[src/rtl/instr_fetch_unit.sv]
// instr_fetch_unit: RISC-V fetch stage holding the PC, fetching from variable-latency memory and presenting the instruction.
//  clk_i          rising-edge clock
//  rst_n_i        asynchronous active-low reset
//  imem_req_o     one-cycle fetch request, imem_addr_o = pc
//  imem_rvalid_i  read data valid, imem_rdata_i instruction word
//  instr_o        registered instruction, opcode_o = instr_o[6:2]
//  instr_valid_o  instruction valid, held until instr_ack_i
//  branch_i       branch request, taken only when zero_i is also set
//  zero_i         ALU zero flag
//  imm_i          halfword branch offset
//  pc_o           PC of instr_o
//  misalign_err_o pulse after an ack whose taken target had bit1 set
//  fetch_err_o    pulse when a fetch times out and is retried
module instr_fetch_unit #(
    parameter int                ADDR_W   = 32,
    parameter logic [ADDR_W-1:0] RESET_PC = '0,
    parameter int                TIMEOUT  = 16
) (
    input  logic              clk_i,
    input  logic              rst_n_i,
    output logic              imem_req_o,
    output logic [ADDR_W-1:0] imem_addr_o,
    input  logic              imem_rvalid_i,
    input  logic [31:0]       imem_rdata_i,
    output logic [31:0]       instr_o,
    output logic [4:0]        opcode_o,
    output logic              instr_valid_o,
    input  logic              instr_ack_i,
    input  logic              branch_i,
    input  logic              zero_i,
    input  logic [ADDR_W-1:0] imm_i,
    output logic [ADDR_W-1:0] pc_o,
    output logic              misalign_err_o,
    output logic              fetch_err_o
);
    localparam int CW = $clog2(TIMEOUT);
    localparam logic [31:0] NOP = 32'h0000_0013;
    typedef enum logic [1:0] {FETCH, WAIT, VALID} state_e;
    state_e            state_q, state_d;
    logic [CW-1:0]     cnt_q, cnt_d;
    logic [ADDR_W-1:0] pc_q, pc_d, target;
    logic [31:0]       instr_q, instr_d;
    logic              valid_q, valid_d, ferr_q, ferr_d, merr_q, merr_d, taken;
    always_ff @(posedge clk_i or negedge rst_n_i) begin
        if (!rst_n_i) begin
            state_q <= FETCH;
            cnt_q   <= '0;
            pc_q    <= RESET_PC;
            instr_q <= NOP;
            valid_q <= 1'b0;
            ferr_q  <= 1'b0;
            merr_q  <= 1'b0;
        end else begin
            state_q <= state_d;
            cnt_q   <= cnt_d;
            pc_q    <= pc_d;
            instr_q <= instr_d;
            valid_q <= valid_d;
            ferr_q  <= ferr_d;
            merr_q  <= merr_d;
        end
    end
    assign taken  = branch_i & zero_i;
    assign target = pc_q + (imm_i << 1);
    always_comb begin
        state_d = state_q;
        cnt_d   = cnt_q;
        pc_d    = pc_q;
        instr_d = instr_q;
        valid_d = valid_q;
        ferr_d  = 1'b0;
        merr_d  = 1'b0;
        case (state_q)
            FETCH: begin
                cnt_d   = '0;
                state_d = WAIT;
            end
            WAIT: begin
                // a response on the final timeout cycle still counts
                if (imem_rvalid_i) begin
                    instr_d = imem_rdata_i;
                    valid_d = 1'b1;
                    state_d = VALID;
                end else if (cnt_q == CW'(TIMEOUT - 1)) begin
                    ferr_d  = 1'b1;
                    state_d = FETCH;
                end else begin
                    cnt_d = cnt_q + 1'b1;
                end
            end
            VALID: begin
                if (instr_ack_i) begin
                    valid_d = 1'b0;
                    state_d = FETCH;
                    pc_d    = taken ? {target[ADDR_W-1:2], 2'b00} : pc_q + ADDR_W'(4);
                    merr_d  = taken & target[1];
                end
            end
            default: state_d = FETCH;
        endcase
    end
    // gated by rst_n_i so the request drops immediately while reset is held
    assign imem_req_o     = (state_q == FETCH) & rst_n_i;
    assign imem_addr_o    = pc_q;
    assign pc_o           = pc_q;
    assign instr_o        = instr_q;
    assign opcode_o       = instr_q[6:2];
    assign instr_valid_o  = valid_q;
    assign fetch_err_o    = ferr_q;
    assign misalign_err_o = merr_q;
endmodule

[config.mk]
export PLATFORM = sky130hd
export DESIGN_NAME = instr_fetch_unit
export DESIGN_NICKNAME = d
export VERILOG_FILES = /design/src/rtl/instr_fetch_unit.sv
export SDC_FILE = /design/constraint.sdc
export NUM_CORES = 1
export LEC_CHECK = 0
export ABC_AREA = 1
export CAP_MARGIN = 10
export CORE_MARGIN = 2
export CORE_UTILIZATION = 40
export CTS_CLUSTER_SIZE = 40
export DETAILED_ROUTE_END_ITERATION = 12
export GPL_TIMING_DRIVEN = 0
export HOLD_SLACK_MARGIN = 0.08
export PLACE_DENSITY = 0.69
export SYNTH_ARGS = -nofsm -noshare
export SYNTH_HDL_FRONTEND = slang
export SYNTH_SLANG_ARGS = --single-unit
[constraint.sdc]
create_clock -name clk_i -period 5.9 [get_ports clk_i]
set_input_delay 1.18 -clock clk_i [delete_from_list [all_inputs] [get_ports clk_i]]
set_output_delay 1.18 -clock clk_i [all_outputs]
set_load 0.02 [all_outputs]
==> impl_metrics.py, run 1 <==
metrics = {
    "power_and_ir_drop": {
        "p_leak_nw": 4.27,
        "power_density_nw_per_um2": 530,
        "vdd_drop_max_mv": 0.329,
    },
    "clock_tree": {
        "ctsRootBufferMaster": "clkbuf_16",
        "h-tree-depth": 3,
        "cts_hold_buf": 0,
        "clk_pin_slew_ps": 60,
        "cts_buffers": 9,
        "cts_tree": "built",
        "post_cts_buffers": 0,
        "clockBufferDepth": 2,
        "ctsResizeCount": 0,
        "clkLatencyLatePin_ps": 330,
        "cts.sinks": 71,
    },
    "setup_path": {
        "arrival_ps": 2620,
        "critPathLaunchType": "input pin",
        "worstReg2RegStart": "imem_addr_o[2]$_DFFE_PN0P_",
        "critical_path_class": "input pin to output port",
        "crit_path_max_fanout": 44,
        "cp-end-kind": "output port",
        "crit_start": "rst_n_i",
        "crit_required_ps": 4720,
    },
    "timing": {
        "hold_violations": 0,
        "layout_setup_ws_ps": 2100,
        "setup_viol": 0,
        "rsz0062_at_grt": "false",
        "skew_ps": 6.95,
        "tightest_slew_ps": 709,
        "relSlewSlack_pct": 52.7,
        "slew_violations": 0,
        "fin_crit_sh_pct": 64.4,
        "max_freq_ghz": 0.263,
        "min_period_ps": 3800,
    },
    "floorplanning": {
        "fp.coreArea_sq_um": 15300,
        "dieHeight_um": 129,
        "start_util_pct": 41.1,
        "num_io_pins": 175,
        "design.die.area_sq_um": 16700,
        "std_cell_rows": 45,
        "die_w_um": 129,
    },
    "synthesis": {
        "syn_area_per_cell_sq_um": 6.56,
        "async_flop_share_pct": 100,
        "ys_seq_area_share_pct": 28.3,
        "ys_ff_latch": 71,
        "synth_area_sq_um": 6290,
        "syn_inst": 959,
        "synth_edf_count": 0,
        "yosysWarnings": 0,
        "ys.flop_type": "dfrtp_1",
        "synth_cell_types": 46,
    },
    "global_route": {
        "grt_usage_pct": 24.0,
        "grt_pass1_vias": 6417,
        "antenna_found_initial": 0,
        "grt_first_pass_wirelength_um": 31300,
        "gr-total-overflow": 0,
        "grt_start_max_net_pins": 45,
    },
    "placement": {
        "place_ws_ps": 2070,
        "gp_congestion": 0.991,
        "dp.final_hpwl_um": 16200,
        "place_area_sq_um": 8280,
        "io_buffers": 169,
    },
    "status": {
        "outcome": "completed",
    },
    "route": {
        "postRouteAntennaNets": 0,
        "drt_wl_total_um": 20100,
        "drc_errors": 0,
        "dr.pass1.iters": 5,
        "detail_route.wl_per_cell_um": 14.8,
        "routed_via_density": 4.90,
        "drtIter0Drc": 415,
        "vias": 6665,
    },
    "cells_and_area": {
        "antenna_cells": 0,
        "area_growth_pct": 36.9,
        "layout_common_cells": "318 x nand2_1, 168 x clkdlybuf4s50_1, 142 x inv_1, 83 x nor2_1, 68 x dfrtp_1",
        "nets": 1245,
        "fin_area_sq_um": 8610,
        "final_layout_size_suffix_gt1_share_pct": 10.6,
        "mostFrequentLayoutCell": "nand2_1",
    },
    "min_path": {
        "min_path_type": "register to register",
        "hold_start": "instr_valid_o$_DFFE_PN0P_",
    },
    "job": {
        "max_cap_violations": 0,
    },
}
==> flip-flops by register name, summed over array words and instances (netlist names) <==
signal	flops
instr_o	32
imem_addr_o	30
cnt_q	4
state_q	2
fetch_err_o	1
instr_valid_o	1
misalign_err_o	1
==> worst paths after layout <==
kind	end	slack (ps)	cells past startpoint
max in group asynchronous	imem_addr_o[5]$_DFFE_PN0P_	4560	2
worst min register to register	instr_valid_o$_DFFE_PN0P_	480	2
min in group asynchronous	instr_o[5]$_DFFE_PN0P_	780	1
worst max-delay path	imem_req_o	2100	5
worst min-delay path	instr_valid_o$_DFFE_PN0P_	480	2
worst max register to register	imem_addr_o[19]$_DFFE_PN0P_	3500	11
==> critical path, cell delays in order <==
cell and delay (ps):
buf_4 350, buf_16 290, inv_1 60, nor2_1 100, clkdlybuf4s50_1 610
==> layer usage <==
layer / global-route usage [%] / vias up / routed length (um)
met5: 0 / - / 0
met4: 9.11 / 0 / 598
met3: 4.34 / 41 / 1420
met2: 41.5 / 257 / 9720
met1: 29.9 / 3006 / 8360
li1: - / 3361 / -
==> Yosys cell counts (12+ instances only) <==
| cell type | count | area share [%] |
|---|---|---|
| inv_1 | 142 | 8.5 |
| xor2_1 | 12 | 1.7 |
| ha_1 | 31 | 6.2 |
| a21oi_1 | 48 | 3.8 |
| nand3_1 | 60 | 4.8 |
| nor2_1 | 83 | 5.0 |
| dfrtp_1 | 68 | 27 |
| o21ai_0 | 26 | 2.1 |
| nor3_1 | 14 | 1.1 |
| buf_4 | 39 | 4.7 |
| mux2_2 | 32 | 5.7 |
| nand2_1 | 318 | 19 |
==> layout make-up <==
cell class / count / area, sq um
multi-input combinational: 692 / 3610
tap: 211 / 264
inverter: 145 / 544
timing repair buffer: 170 / 1720
fill: 1531 / 6700
clock inverter: 7 / 104
buffer: 54 / 372
sequential: 71 / 1780
clock buffer: 9 / 225
==> metrics by stage <==
| stage | instances | TNS [ps] | total power [mW] | hold slack (ps) | utilization (%) |
|---|---|---|---|---|---|
| finish | 1359 | 0 | 4.57 | 477 | 56.2 |
| global route | 1359 | 0 | 4.92 | 521 | 56.2 |
| CTS | 1359 | 0 | 4.58 | 483 | 56.2 |
| detailed placement | 1343 | 0 | 3.96 | 467 | 54.1 |
| global placement | 1342 | -288 | 3.92 | 457 | 53.9 |
| floorplan | 962 | 0 | 2.81 | 471 | - |
==> cell families after synthesis <==
group / Yosys count / share of synthesized area [%]
AND/OR/NAND/NOR: 507 / 33.7
buffers and inverters: 199 / 14.6
AO/OA/AOI/OAI: 103 / 9.29
adder cells (fa/ha/maj): 32 / 6.48
flip-flops: 71 / 28.3
multiplexers: 32 / 5.73
XOR/XNOR: 13 / 1.81
other: 2 / 0.119
==> power breakdown <==
part / internal (mW) / switching, mW / leakage, nW
logic: 1.31 / 1.63 / 3.28
clock network: 0.375 / 0.224 / 0.161
registers: 0.720 / 0.303 / 0.828
total: 2.41 / 2.16 / 4.27
Note: power is estimated with default switching activity, not from simulation.
==> run 2, diff against run 1 <==
PLACE_DENSITY = 0.71   (was 0.69)
clock period = 3.4 ns   (was 5.9 ns; I/O delays follow)
==> run 2 against run 1 <==
  * Critical path depth stayed put
  * Worst hold slack worse by 240 ps
  * Final cell count stayed put
  * Sequential power is 74% higher
  * Sequential share of layout area is 0.10 points higher
  * Non-clock buffer count stayed put
==> impl_metrics.py, run 2 (synthesis gave the netlist of run 1 again) <==
metrics = {
    "clock_tree": {
        "cts_hold_buf": 0,
        "post_cts_buffers": 0,
        "ctsRootBufferMaster": "clkbuf_16",
        "cts_tree": "built",
        "clkLatencyLatePin_ps": 330,
        "ctsResizeCount": 0,
        "h-tree-depth": 3,
        "clk_pin_slew_ps": 60,
        "cts_buffers": 9,
        "cts.sinks": 71,
        "clockBufferDepth": 2,
    },
    "power_and_ir_drop": {
        "switchingPower_mw": 3.77,
        "seqPwrFrac_pct": 22.7,
        "switching_share_pct": 48.3,
        "power_density_nw_per_um2": 910,
        "intPower_mw": 4.03,
        "design_power_total_mw": 7.80,
        "pwr-share-comb_pct": 65.5,
        "vdd_drop_max_mv": 0.546,
        "pwr-share-clk_pct": 11.8,
        "p_leak_nw": 4.25,
    },
    "floorplanning": {
        "start_util_pct": 41.1,
        "num_io_pins": 175,
        "die_w_um": 129,
        "dieHeight_um": 129,
        "std_cell_rows": 45,
        "design.die.area_sq_um": 16700,
        "fp.coreArea_sq_um": 15300,
    },
    "placement": {
        "dp.final_hpwl_um": 16200,
        "place_area_sq_um": 8280,
        "dp.cells": 1343,
        "io_buffers": 169,
        "gp_congestion": 0.978,
    },
    "cells_and_area": {
        "final_layout_size_suffix_gt1_share_pct": 10.6,
        "area_growth_pct": 36.2,
        "finish.utilization_pct": 56.0,
        "fill_cells": 1547,
        "largest_reg_flops": 32,
        "area.sequential_sq_um": 1780,
        "final_cells": 1359,
        "fin_area_sq_um": 8570,
        "mostFrequentLayoutCell": "nand2_1",
        "nets": 1245,
        "layout_common_cells": "318 x nand2_1, 168 x clkdlybuf4s50_1, 142 x inv_1, 83 x nor2_1, 68 x dfrtp_1",
        "antenna_cells": 0,
        "multi_input_area_sq_um": 3610,
    },
    "timing": {
        "relSlewSlack_pct": 55.5,
        "hold_violations": 0,
        "skew_ps": 8.04,
        "max_freq_ghz": 0.365,
        "fin_crit_sh_pct": 80.5,
        "slew_violations": 0,
        "min_period_ps": 2740,
        "setup_viol": 0,
        "fin_hold_ws_ps": 235,
        "tightest_slew_ps": 668,
        "rsz0062_at_grt": "false",
    },
    "setup_path": {
        "critical_path_class": "input pin to output port",
        "crit_path_max_fanout": 51,
        "arrival_ps": 2060,
        "crit_required_ps": 2720,
        "critPathLaunchType": "input pin",
        "rrSetupSlack_ps": 990,
        "cp-end-kind": "output port",
    },
    "status": {
        "outcome": "completed",
    },
    "global_route": {
        "grt_usage_pct": 24.2,
        "gr-total-overflow": 0,
        "grt_start_max_net_pins": 52,
        "grt_pass1_vias": 6483,
        "grt_first_pass_wirelength_um": 31900,
        "antenna_found_initial": 0,
    },
    "route": {
        "dr.pass1.iters": 5,
        "postRouteAntennaNets": 0,
        "drc_errors": 0,
        "detail_route.wl_per_cell_um": 14.7,
        "drtIter0Drc": 456,
        "drt_wl_total_um": 20000,
        "routed_via_density": 4.90,
        "vias": 6655,
    },
    "min_path": {
        "min_path_type": "input pin to asynchronous set/reset pin",
    },
    "job": {
        "max_cap_violations": 0,
    },
}
## run 2: changes by cell type in the layout (fill, tap and decap cells not counted)
| cell | delta |
|---|---|
| bufinv_16 | -2 |
| clkinv_4 | -2 |
| clkinvlp_4 | +2 |
| inv_6 | +1 |
| inv_8 | +1 |
## run 2: per-layer routing
metal | up-vias | track usage, % | share of wire, %
met2 | 244 | 40.8 | 48
met3 | 48 | 3.59 | 6.1
met4 | 0 | 9.99 | 3.5
met1 | 2995 | 31.1 | 43
li1 | 3368 | - | -
met5 | - | 0 | 0
## run 2: final timing paths
check	end	start	depth (start not counted)
worst min-delay path	instr_o[5]$_DFFE_PN0P_	rst_n_i	1
worst max-delay path	imem_req_o	rst_n_i	5
max in group asynchronous	instr_o[1]$_DFFE_PN1P_	rst_n_i	2
min in group clk_i	instr_valid_o$_DFFE_PN0P_	instr_valid_o$_DFFE_PN0P_	2
worst max register to register	imem_addr_o[19]$_DFFE_PN0P_	imem_addr_o[2]$_DFFE_PN0P_	11
worst min register to register	instr_valid_o$_DFFE_PN0P_	instr_valid_o$_DFFE_PN0P_	2
## run 2: layout make-up
| type | count | share of cell area, % |
|---|---|---|
| sequential | 71 | 20.8 |
| clock buffer | 9 | 2.63 |
| inverter | 145 | 6.35 |
| clock inverter | 7 | 0.715 |
| multi-input combinational | 692 | 42.1 |
| timing repair buffer | 170 | 20.0 |
| buffer | 54 | 4.34 |
| tap | 211 | 3.08 |
## run 2: per-stage QoR
step / setup WS [ps] / setup TNS, ps
after CTS: 620 / 0
after detailed placement: 515 / 0
after global routing: 494 / 0
after global placement: -1770 / -62680
final: 663 / 0
after floorplan: 1370 / 0
## run 2: power by group through the flow
stage	clock (mW)	sequential (mW)	combinational, mW
detailed placement	0	1.78	5.08
finish	0.918	1.77	5.11
CTS	0.926	1.77	5.11
floorplan	0	2.07	2.80
global route	0.967	1.84	5.60
global placement	0	1.76	5.02
## run 2: worst max-delay path: stages
cell and delay, ps:
buf_4 280, buf_16 300, inv_1 70, nor2_1 100
clkdlybuf4s50_1 600
